--- config.mk ---
export PLATFORM = sky130hd
export DESIGN_NAME = id_ex_stage
export DESIGN_NICKNAME = d
export VERILOG_FILES = /design/src/rtl/cpu_pkg.sv /design/src/rtl/forward_mux.sv /design/src/rtl/id_ex_stage.sv
export SDC_FILE = /design/constraint.sdc
export NUM_CORES = 1
export LEC_CHECK = 0
export CORE_ASPECT_RATIO = 0.5
export CORE_UTILIZATION = 48
export DETAILED_ROUTE_END_ITERATION = 8
export GPL_ROUTABILITY_DRIVEN = 0
export PLACE_DENSITY = 0.95
export SLEW_MARGIN = 20
export SYNTH_ARGS = -nofsm -noshare
export SYNTH_HDL_FRONTEND = slang
export SYNTH_SLANG_ARGS = --single-unit
--- constraint.sdc ---
create_clock -name clk_i -period 9.6 [get_ports clk_i]
set_input_delay 1.44 -clock clk_i [delete_from_list [all_inputs] [get_ports clk_i]]
set_output_delay 1.44 -clock clk_i [all_outputs]
set_load 0.005 [all_outputs]
--- src/rtl/cpu_pkg.sv ---
// Shared CPU definitions used by the ID/EX stage.
//   ALU_*      : 3-bit ALU operation codes (ALU_NOP doubles as the bubble opcode)
//   fwd_sel_e  : operand source selected by the forwarding mux
package cpu_pkg;

    localparam logic [2:0] ALU_NOP = 3'b000;
    localparam logic [2:0] ALU_ADD = 3'b001;
    localparam logic [2:0] ALU_SUB = 3'b010;
    localparam logic [2:0] ALU_MUL = 3'b011;
    localparam logic [2:0] ALU_AND = 3'b100;
    localparam logic [2:0] ALU_XOR = 3'b101;
    localparam logic [2:0] ALU_SLL = 3'b110;
    localparam logic [2:0] ALU_SRA = 3'b111;

    typedef enum logic [1:0] {
        FWD_RF    = 2'd0,
        FWD_EXMEM = 2'd1,
        FWD_MEMWB = 2'd2
    } fwd_sel_e;

endpackage

--- src/rtl/forward_mux.sv ---
// Operand forwarding mux for one source register.
//   rs_addr_i / rs_data_i          : registered source index and register-file data
//   exmem_* / memwb_*              : in-flight writeback candidates
//   data_o                         : resolved operand value
//   sel_o                          : chosen source (fwd_sel_e encoding)
// EX/MEM is the younger result and wins over MEM/WB; x0 is never forwarded.
module forward_mux
    import cpu_pkg::*;
#(
    parameter int unsigned XLEN    = 32,
    parameter int unsigned RADDR_W = 5
) (
    input  logic [RADDR_W-1:0] rs_addr_i,
    input  logic [XLEN-1:0]    rs_data_i,
    input  logic               exmem_regwrite_i,
    input  logic [RADDR_W-1:0] exmem_rdaddr_i,
    input  logic [XLEN-1:0]    exmem_data_i,
    input  logic               memwb_regwrite_i,
    input  logic [RADDR_W-1:0] memwb_rdaddr_i,
    input  logic [XLEN-1:0]    memwb_data_i,
    output logic [XLEN-1:0]    data_o,
    output logic [1:0]         sel_o
);

    fwd_sel_e sel;

    always_comb begin
        sel = FWD_RF;
        if (exmem_regwrite_i && (exmem_rdaddr_i != '0) && (exmem_rdaddr_i == rs_addr_i)) begin
            sel = FWD_EXMEM;
        end else if (memwb_regwrite_i && (memwb_rdaddr_i != '0) && (memwb_rdaddr_i == rs_addr_i)) begin
            sel = FWD_MEMWB;
        end
    end

    always_comb begin
        data_o = rs_data_i;
        case (sel)
            FWD_EXMEM: data_o = exmem_data_i;
            FWD_MEMWB: data_o = memwb_data_i;
            default:   data_o = rs_data_i;
        endcase
    end

    assign sel_o = sel;

endmodule

--- src/rtl/id_ex_stage.sv ---
// ID/EX pipeline register with operand forwarding in front of the ALU.
//   clk_i, rst_i (async, active-high)
//   valid_i, stall_i, flush_i       : pipeline control (flush > stall > load)
//   RS1/RS2/RD addr, RS1/RS2 data,
//   imm_i, ALUSrc_i, ALUCtrl_i,
//   RegWrite_i                      : decoded instruction from ID
//   EXMEM_* / MEMWB_*               : forwarding sources
//   data1_o, data2_o, ALUCtrl_o     : ALU operands and opcode
//   RDaddr_o, RegWrite_o, valid_o   : registered, passed on to EX/MEM
module id_ex_stage
    import cpu_pkg::*;
#(
    parameter int unsigned XLEN    = 32,
    parameter int unsigned RADDR_W = 5
) (
    input  logic               clk_i,
    input  logic               rst_i,
    input  logic               valid_i,
    input  logic               stall_i,
    input  logic               flush_i,
    input  logic [RADDR_W-1:0] RS1addr_i,
    input  logic [RADDR_W-1:0] RS2addr_i,
    input  logic [RADDR_W-1:0] RDaddr_i,
    input  logic [XLEN-1:0]    RS1data_i,
    input  logic [XLEN-1:0]    RS2data_i,
    input  logic [XLEN-1:0]    imm_i,
    input  logic               ALUSrc_i,
    input  logic [2:0]         ALUCtrl_i,
    input  logic               RegWrite_i,
    input  logic               EXMEM_RegWrite_i,
    input  logic [RADDR_W-1:0] EXMEM_RDaddr_i,
    input  logic [XLEN-1:0]    EXMEM_data_i,
    input  logic               MEMWB_RegWrite_i,
    input  logic [RADDR_W-1:0] MEMWB_RDaddr_i,
    input  logic [XLEN-1:0]    MEMWB_data_i,
    output logic [XLEN-1:0]    data1_o,
    output logic [XLEN-1:0]    data2_o,
    output logic [2:0]         ALUCtrl_o,
    output logic [RADDR_W-1:0] RDaddr_o,
    output logic               RegWrite_o,
    output logic               valid_o
);

    logic               valid_q,    valid_d;
    logic [RADDR_W-1:0] rs1addr_q,  rs1addr_d;
    logic [RADDR_W-1:0] rs2addr_q,  rs2addr_d;
    logic [RADDR_W-1:0] rdaddr_q,   rdaddr_d;
    logic [XLEN-1:0]    rs1data_q,  rs1data_d;
    logic [XLEN-1:0]    rs2data_q,  rs2data_d;
    logic [XLEN-1:0]    imm_q,      imm_d;
    logic               alusrc_q,   alusrc_d;
    logic [2:0]         aluctrl_q,  aluctrl_d;
    logic               regwrite_q, regwrite_d;

    logic               bubble;
    logic               memwb_hit_rs1;
    logic               memwb_hit_rs2;

    // A bubble is loaded on flush, or on a normal load with no valid instruction.
    assign bubble = flush_i || (!stall_i && !valid_i);

    // Writeback retiring while we hold: refresh the held operand so it is not stale
    // once MEM/WB moves on.
    assign memwb_hit_rs1 = MEMWB_RegWrite_i && (MEMWB_RDaddr_i != '0) && (MEMWB_RDaddr_i == rs1addr_q);
    assign memwb_hit_rs2 = MEMWB_RegWrite_i && (MEMWB_RDaddr_i != '0) && (MEMWB_RDaddr_i == rs2addr_q);

    always_comb begin
        valid_d    = valid_q;
        rs1addr_d  = rs1addr_q;
        rs2addr_d  = rs2addr_q;
        rdaddr_d   = rdaddr_q;
        rs1data_d  = rs1data_q;
        rs2data_d  = rs2data_q;
        imm_d      = imm_q;
        alusrc_d   = alusrc_q;
        aluctrl_d  = aluctrl_q;
        regwrite_d = regwrite_q;

        if (bubble) begin
            valid_d    = 1'b0;
            rs1addr_d  = '0;
            rs2addr_d  = '0;
            rdaddr_d   = '0;
            rs1data_d  = '0;
            rs2data_d  = '0;
            imm_d      = '0;
            alusrc_d   = 1'b0;
            aluctrl_d  = ALU_NOP;
            regwrite_d = 1'b0;
        end else if (stall_i) begin
            if (memwb_hit_rs1) begin
                rs1data_d = MEMWB_data_i;
            end
            if (memwb_hit_rs2) begin
                rs2data_d = MEMWB_data_i;
            end
        end else begin
            valid_d    = 1'b1;
            rs1addr_d  = RS1addr_i;
            rs2addr_d  = RS2addr_i;
            rdaddr_d   = RDaddr_i;
            rs1data_d  = RS1data_i;
            rs2data_d  = RS2data_i;
            imm_d      = imm_i;
            alusrc_d   = ALUSrc_i;
            aluctrl_d  = ALUCtrl_i;
            regwrite_d = RegWrite_i;
        end
    end

    always_ff @(posedge clk_i or posedge rst_i) begin
        if (rst_i) begin
            valid_q    <= 1'b0;
            rs1addr_q  <= '0;
            rs2addr_q  <= '0;
            rdaddr_q   <= '0;
            rs1data_q  <= '0;
            rs2data_q  <= '0;
            imm_q      <= '0;
            alusrc_q   <= 1'b0;
            aluctrl_q  <= ALU_NOP;
            regwrite_q <= 1'b0;
        end else begin
            valid_q    <= valid_d;
            rs1addr_q  <= rs1addr_d;
            rs2addr_q  <= rs2addr_d;
            rdaddr_q   <= rdaddr_d;
            rs1data_q  <= rs1data_d;
            rs2data_q  <= rs2data_d;
            imm_q      <= imm_d;
            alusrc_q   <= alusrc_d;
            aluctrl_q  <= aluctrl_d;
            regwrite_q <= regwrite_d;
        end
    end

    logic [XLEN-1:0] fwd1_data;
    logic [XLEN-1:0] fwd2_data;
    logic [1:0]      fwd1_sel;
    logic [1:0]      fwd2_sel;

    forward_mux #(
        .XLEN    (XLEN),
        .RADDR_W (RADDR_W)
    ) u_fwd_rs1 (
        .rs_addr_i        (rs1addr_q),
        .rs_data_i        (rs1data_q),
        .exmem_regwrite_i (EXMEM_RegWrite_i),
        .exmem_rdaddr_i   (EXMEM_RDaddr_i),
        .exmem_data_i     (EXMEM_data_i),
        .memwb_regwrite_i (MEMWB_RegWrite_i),
        .memwb_rdaddr_i   (MEMWB_RDaddr_i),
        .memwb_data_i     (MEMWB_data_i),
        .data_o           (fwd1_data),
        .sel_o            (fwd1_sel)
    );

    forward_mux #(
        .XLEN    (XLEN),
        .RADDR_W (RADDR_W)
    ) u_fwd_rs2 (
        .rs_addr_i        (rs2addr_q),
        .rs_data_i        (rs2data_q),
        .exmem_regwrite_i (EXMEM_RegWrite_i),
        .exmem_rdaddr_i   (EXMEM_RDaddr_i),
        .exmem_data_i     (EXMEM_data_i),
        .memwb_regwrite_i (MEMWB_RegWrite_i),
        .memwb_rdaddr_i   (MEMWB_RDaddr_i),
        .memwb_data_i     (MEMWB_data_i),
        .data_o           (fwd2_data),
        .sel_o            (fwd2_sel)
    );

    // Sanity: a forwarding select never points at a source targeting x0.
    always_comb begin
        if (!rst_i) begin
            assert (!((fwd1_sel == FWD_EXMEM) && (EXMEM_RDaddr_i == '0)));
            assert (!((fwd2_sel == FWD_MEMWB) && (MEMWB_RDaddr_i == '0)));
        end
    end

    assign data1_o    = fwd1_data;
    assign data2_o    = alusrc_q ? imm_q : fwd2_data;
    assign ALUCtrl_o  = valid_q ? aluctrl_q : ALU_NOP;
    assign RDaddr_o   = rdaddr_q;
    assign RegWrite_o = regwrite_q;
    assign valid_o    = valid_q;

endmodule

==> impl_metrics.json <==
{
  "clock_tree.htree_level_count": 4,
  "maxClockFrequency_ghz": 0.1668,
  "grt_first_pass_wirelength_um": 36370,
  "design.final.nets": 1095,
  "die_width_um": 171.7,
  "cts_setup_buffers": 0,
  "critical_path.max_fanout": 34,
  "synthesis.area_um2": 6910,
  "start_kind": "input pin",
  "cp_cell_sequence": "clkdlybuf4s50_1 -> or4_1 -> o21ai_2 -> nor4_4 -> buf_4 -> nor2b_4 -> a221o_1 -> clkdlybuf4s50_1",
  "synthesis.area_per_instance_um2": 10.38,
  "ys.flop_type": "sky130_fd_sc_hd__dfrtp_1",
  "fillCellCount": 931,
  "synth-edff-count": 0,
  "timing.critical_path.arrival_ps": 4550,
  "crit_cells": 8,
  "crit_type": "input pin to output port",
  "cp.buffers_inverters": 3,
  "post_synthesis_sequential_area_ratio": 0.4237,
  "timing.rr.end": "rs2data_q[21]",
  "cp_data_required_time_ps": 8160,
  "route.antenna.remaining_nets": 0,
  "finalWorstSetupSlack_ps": 3606,
  "globalRouteTotalUtil": 0.3215,
  "yosys_warnings": 0,
  "clock-skew-final_ps": 6.384,
  "numCtsBuffers": 17,
  "power_report.internal_total_mw": 1.131,
  "io_buffers": 270,
  "cts.sink_count": 117,
  "dp_worst_setup_slack_ps": 3653,
  "report.final.setup_viol": 0,
  "insertion_delay_ps": 420,
  "period_needed_ps": 5994,
  "postSynthRegisterBits": 117,
  "dp_hpwl_um": 15660,
  "totalWireLength_um": 23880,
  "p_per_area_nw_per_um2": 147.6,
  "worst_setup_startpoint": "EXMEM_RDaddr_i[1]",
  "cts.hold.buffers_added": 0,
  "seq_area_um2": 2929,
  "net_switching_power_uw": 383.4,
  "post-route-period-util": 0.6243,
  "synth.net_count": 863,
  "dpl-instance-area_um2": 9646,
  "first_pass_iters": 5,
  "dr.first_iter.drc_count": 516,
  "power.switching_fraction": 0.2532,
  "grt_start_max_net_pins": 69,
  "crit_path_max_incr_delay_ps": 750,
  "timing.max_slew.rel_slack": 0.3956,
  "slowest_stage": "sky130_fd_sc_hd__nor2b_4",
  "synth_top_cell_area_share": 0.4237,
  "post_route_setup_tns_ps": 0,
  "worst_pin_slew_ps": 904.7,
  "crit_family": "simple AND/OR/NAND/NOR gates",
  "diodes": 0,
  "critical_path.most_common_cell": "sky130_fd_sc_hd__clkdlybuf4s50_1",
  "totalPowerFinal_mw": 1.515,
  "fraction_of_final_layout_cells_sized_beyond_drive_strength_1": 0.06257,
  "final_hold_violation_count": 0,
  "final-max-slew-violation-count": 0,
  "clock_tree.root_cell": "sky130_fd_sc_hd__clkbuf_16",
  "worst_r2r_path_depth": 4,
  "floorplan.core_area_um2": 13810,
  "worst_setup_path_end_kind": "output port",
  "drt-wirelength-per-cell_um": 21.65,
  "asyncSetResetFlopFracSynth": 1.000,
  "maxCapViolations": 0,
  "leakage_nw": 4.237,
  "synth.top_cells.by_count": "117 x sky130_fd_sc_hd__dfrtp_1, 96 x sky130_fd_sc_hd__mux2i_1, 96 x sky130_fd_sc_hd__o31ai_1",
  "clock_buffer_depth": 2,
  "clkTransAtPathRegs_ps": 50,
  "crit-reg2reg-launch": "rs2addr_q[0]",
  "yosysMostFrequentCell": "sky130_fd_sc_hd__dfrtp_1",
  "combPwrFrac": 0.207,
  "ir_worst_vdd_mv": 0.1446,
  "synth_cell_types": 29,
  "synth_top_cells_by_area": "sky130_fd_sc_hd__dfrtp_1 42%, sky130_fd_sc_hd__mux2i_1 14%, sky130_fd_sc_hd__o31ai_1 10%",
  "p_clk_frac": 0.434,
  "boundaryPins": 271,
  "drcViolationCount": 0,
  "vias_per_instance": 6.040,
  "synthesis.instances": 666,
  "floorplan.rows": 30,
  "cell_type_with_the_highest_aggregate_area_in_the_netlist": "sky130_fd_sc_hd__dfrtp_1",
  "multi_input_combinational_cell_area_um2": 3700,
  "grt_remaining_overflow": 0,
  "first_global_vias": 6723,
  "fraction_of_power_consumed_by_sequential_logic": 0.358,
  "fp.dieH_um": 86.85,
  "num_vias": 6662,
  "unrepaired_setup_endpoints_after_global_routing": "no",
  "relative_area_change_from_synthesis_to_final_layout_pct": 48.47,
  "timing.reg2reg.setup_slack_ps": 7600,
  "postCtsResizedCells": 0,
  "crit_path_end": "data1_o[24]",
  "fp.dieArea_um2": 14910,
  "grt_antenna_before_repair": 0,
  "tritoncts": "built",
  "run_status": "complete, no violations",
  "fin_area_um2": 10260,
  "holdCritPathClass": "flop to flop",
  "floorplan.initialDensity": 0.5003
}
registers in the layout, summed over array words and instances, names as in the netlist:
register and cells:
imm_q 32, rs1data_q 32, rs2data_q 32, RDaddr_o 5, rs1addr_q 5, rs2addr_q 5, aluctrl_q 3, RegWrite_o 1
alusrc_q 1, valid_o 1
cell type report:
cell class / count / area share
multi-input cells: 480 / 0.3606
flip-flops and latches: 117 / 0.2855
repair buffers: 280 / 0.2709
clock buffers: 22 / 0.04622
well taps: 192 / 0.02341
clock inverters: 10 / 0.01244
inverters: 2 / 0.0009756
cell families (layout without fill, tap and decap cells):
| logic type | count (synthesis) | after routing | share of synthesized area |
|---|---|---|---|
| AOI/OAI and AO/OA | 218 | 218 | 0.2484 |
| and+or+nand+nor | 146 | 146 | 0.1155 |
| DFF | 117 | 117 | 0.4237 |
| muxes | 96 | 96 | 0.1391 |
| buffers and inverters | 69 | 314 | 0.04798 |
| xor gates and xnor gates | 20 | 20 | 0.02535 |
cells in the final DEF, fill, tap and decap left out, drive strengths merged, types with 32 or more instances in the layout:
cell type / netlist / layout
clkdlybuf4s50: 0 / 269
dfrtp: 117 / 117
mux2i: 96 / 96
o31ai: 96 / 96
nand2: 64 / 64
a22o: 52 / 52
and2: 35 / 35
a21oi: 33 / 33
a221o: 32 / 32
nand2b: 32 / 32
worst min path at each step:
stage	from	end	slack, ps	cells past startpoint
2_1_floorplan	rs2data_q[0]	rs2data_q[0]	450	2
3_3_place_gp	rs2data_q[17]	rs2data_q[17]	460	2
3_5_place_dp	rs2data_q[30]	rs2data_q[30]	470	2
4_1_cts	rs2data_q[12]	rs2data_q[12]	480	2
5_1_grt	rs2data_q[4]	rs2data_q[4]	500	2
6_report	rs2data_q[12]	rs2data_q[12]	480	2
power groups by stage:
| stage | Clock (mW) | Combinational (mW) | Sequential (mW) |
|---|---|---|---|
| final | 0.657 | 0.314 | 0.543 |
| after global routing | 0.683 | 0.335 | 0.545 |
| after CTS | 0.660 | 0.313 | 0.542 |
| after detailed placement | 0 | 0.310 | 0.550 |
| after global placement | 0 | 0.302 | 0.548 |
| after floorplan | 0 | 0.131 | 0.544 |
worst min-delay path, stage by stage, from the launching register on:
cell and delay, ps:
sky130_fd_sc_hd__dfrtp_1 340, sky130_fd_sc_hd__nand2_1 50, sky130_fd_sc_hd__o31ai_1 60
per-layer routing:
| metal | wire [µm] | GRT usage |
|---|---|---|
| met1 | 9545 | 0.3893 |
| met2 | 11700 | 0.5473 |
| met3 | 1357 | 0.05890 |
| met4 | 1282 | 0.1810 |
| met5 | 0 | 0 |
metrics by stage:
stage,cells,util,hold WS [ps]
3_5_place_dp,1071,0.6983,466.0
4_1_cts,1103,0.7418,478.2
3_3_place_gp,1071,0.6976,458.1
2_1_floorplan,666,-,447.8
5_1_grt,1103,0.7428,497.5
6_report,1103,0.7428,475.6
Note: power is estimated with default switching activity, not from simulation.
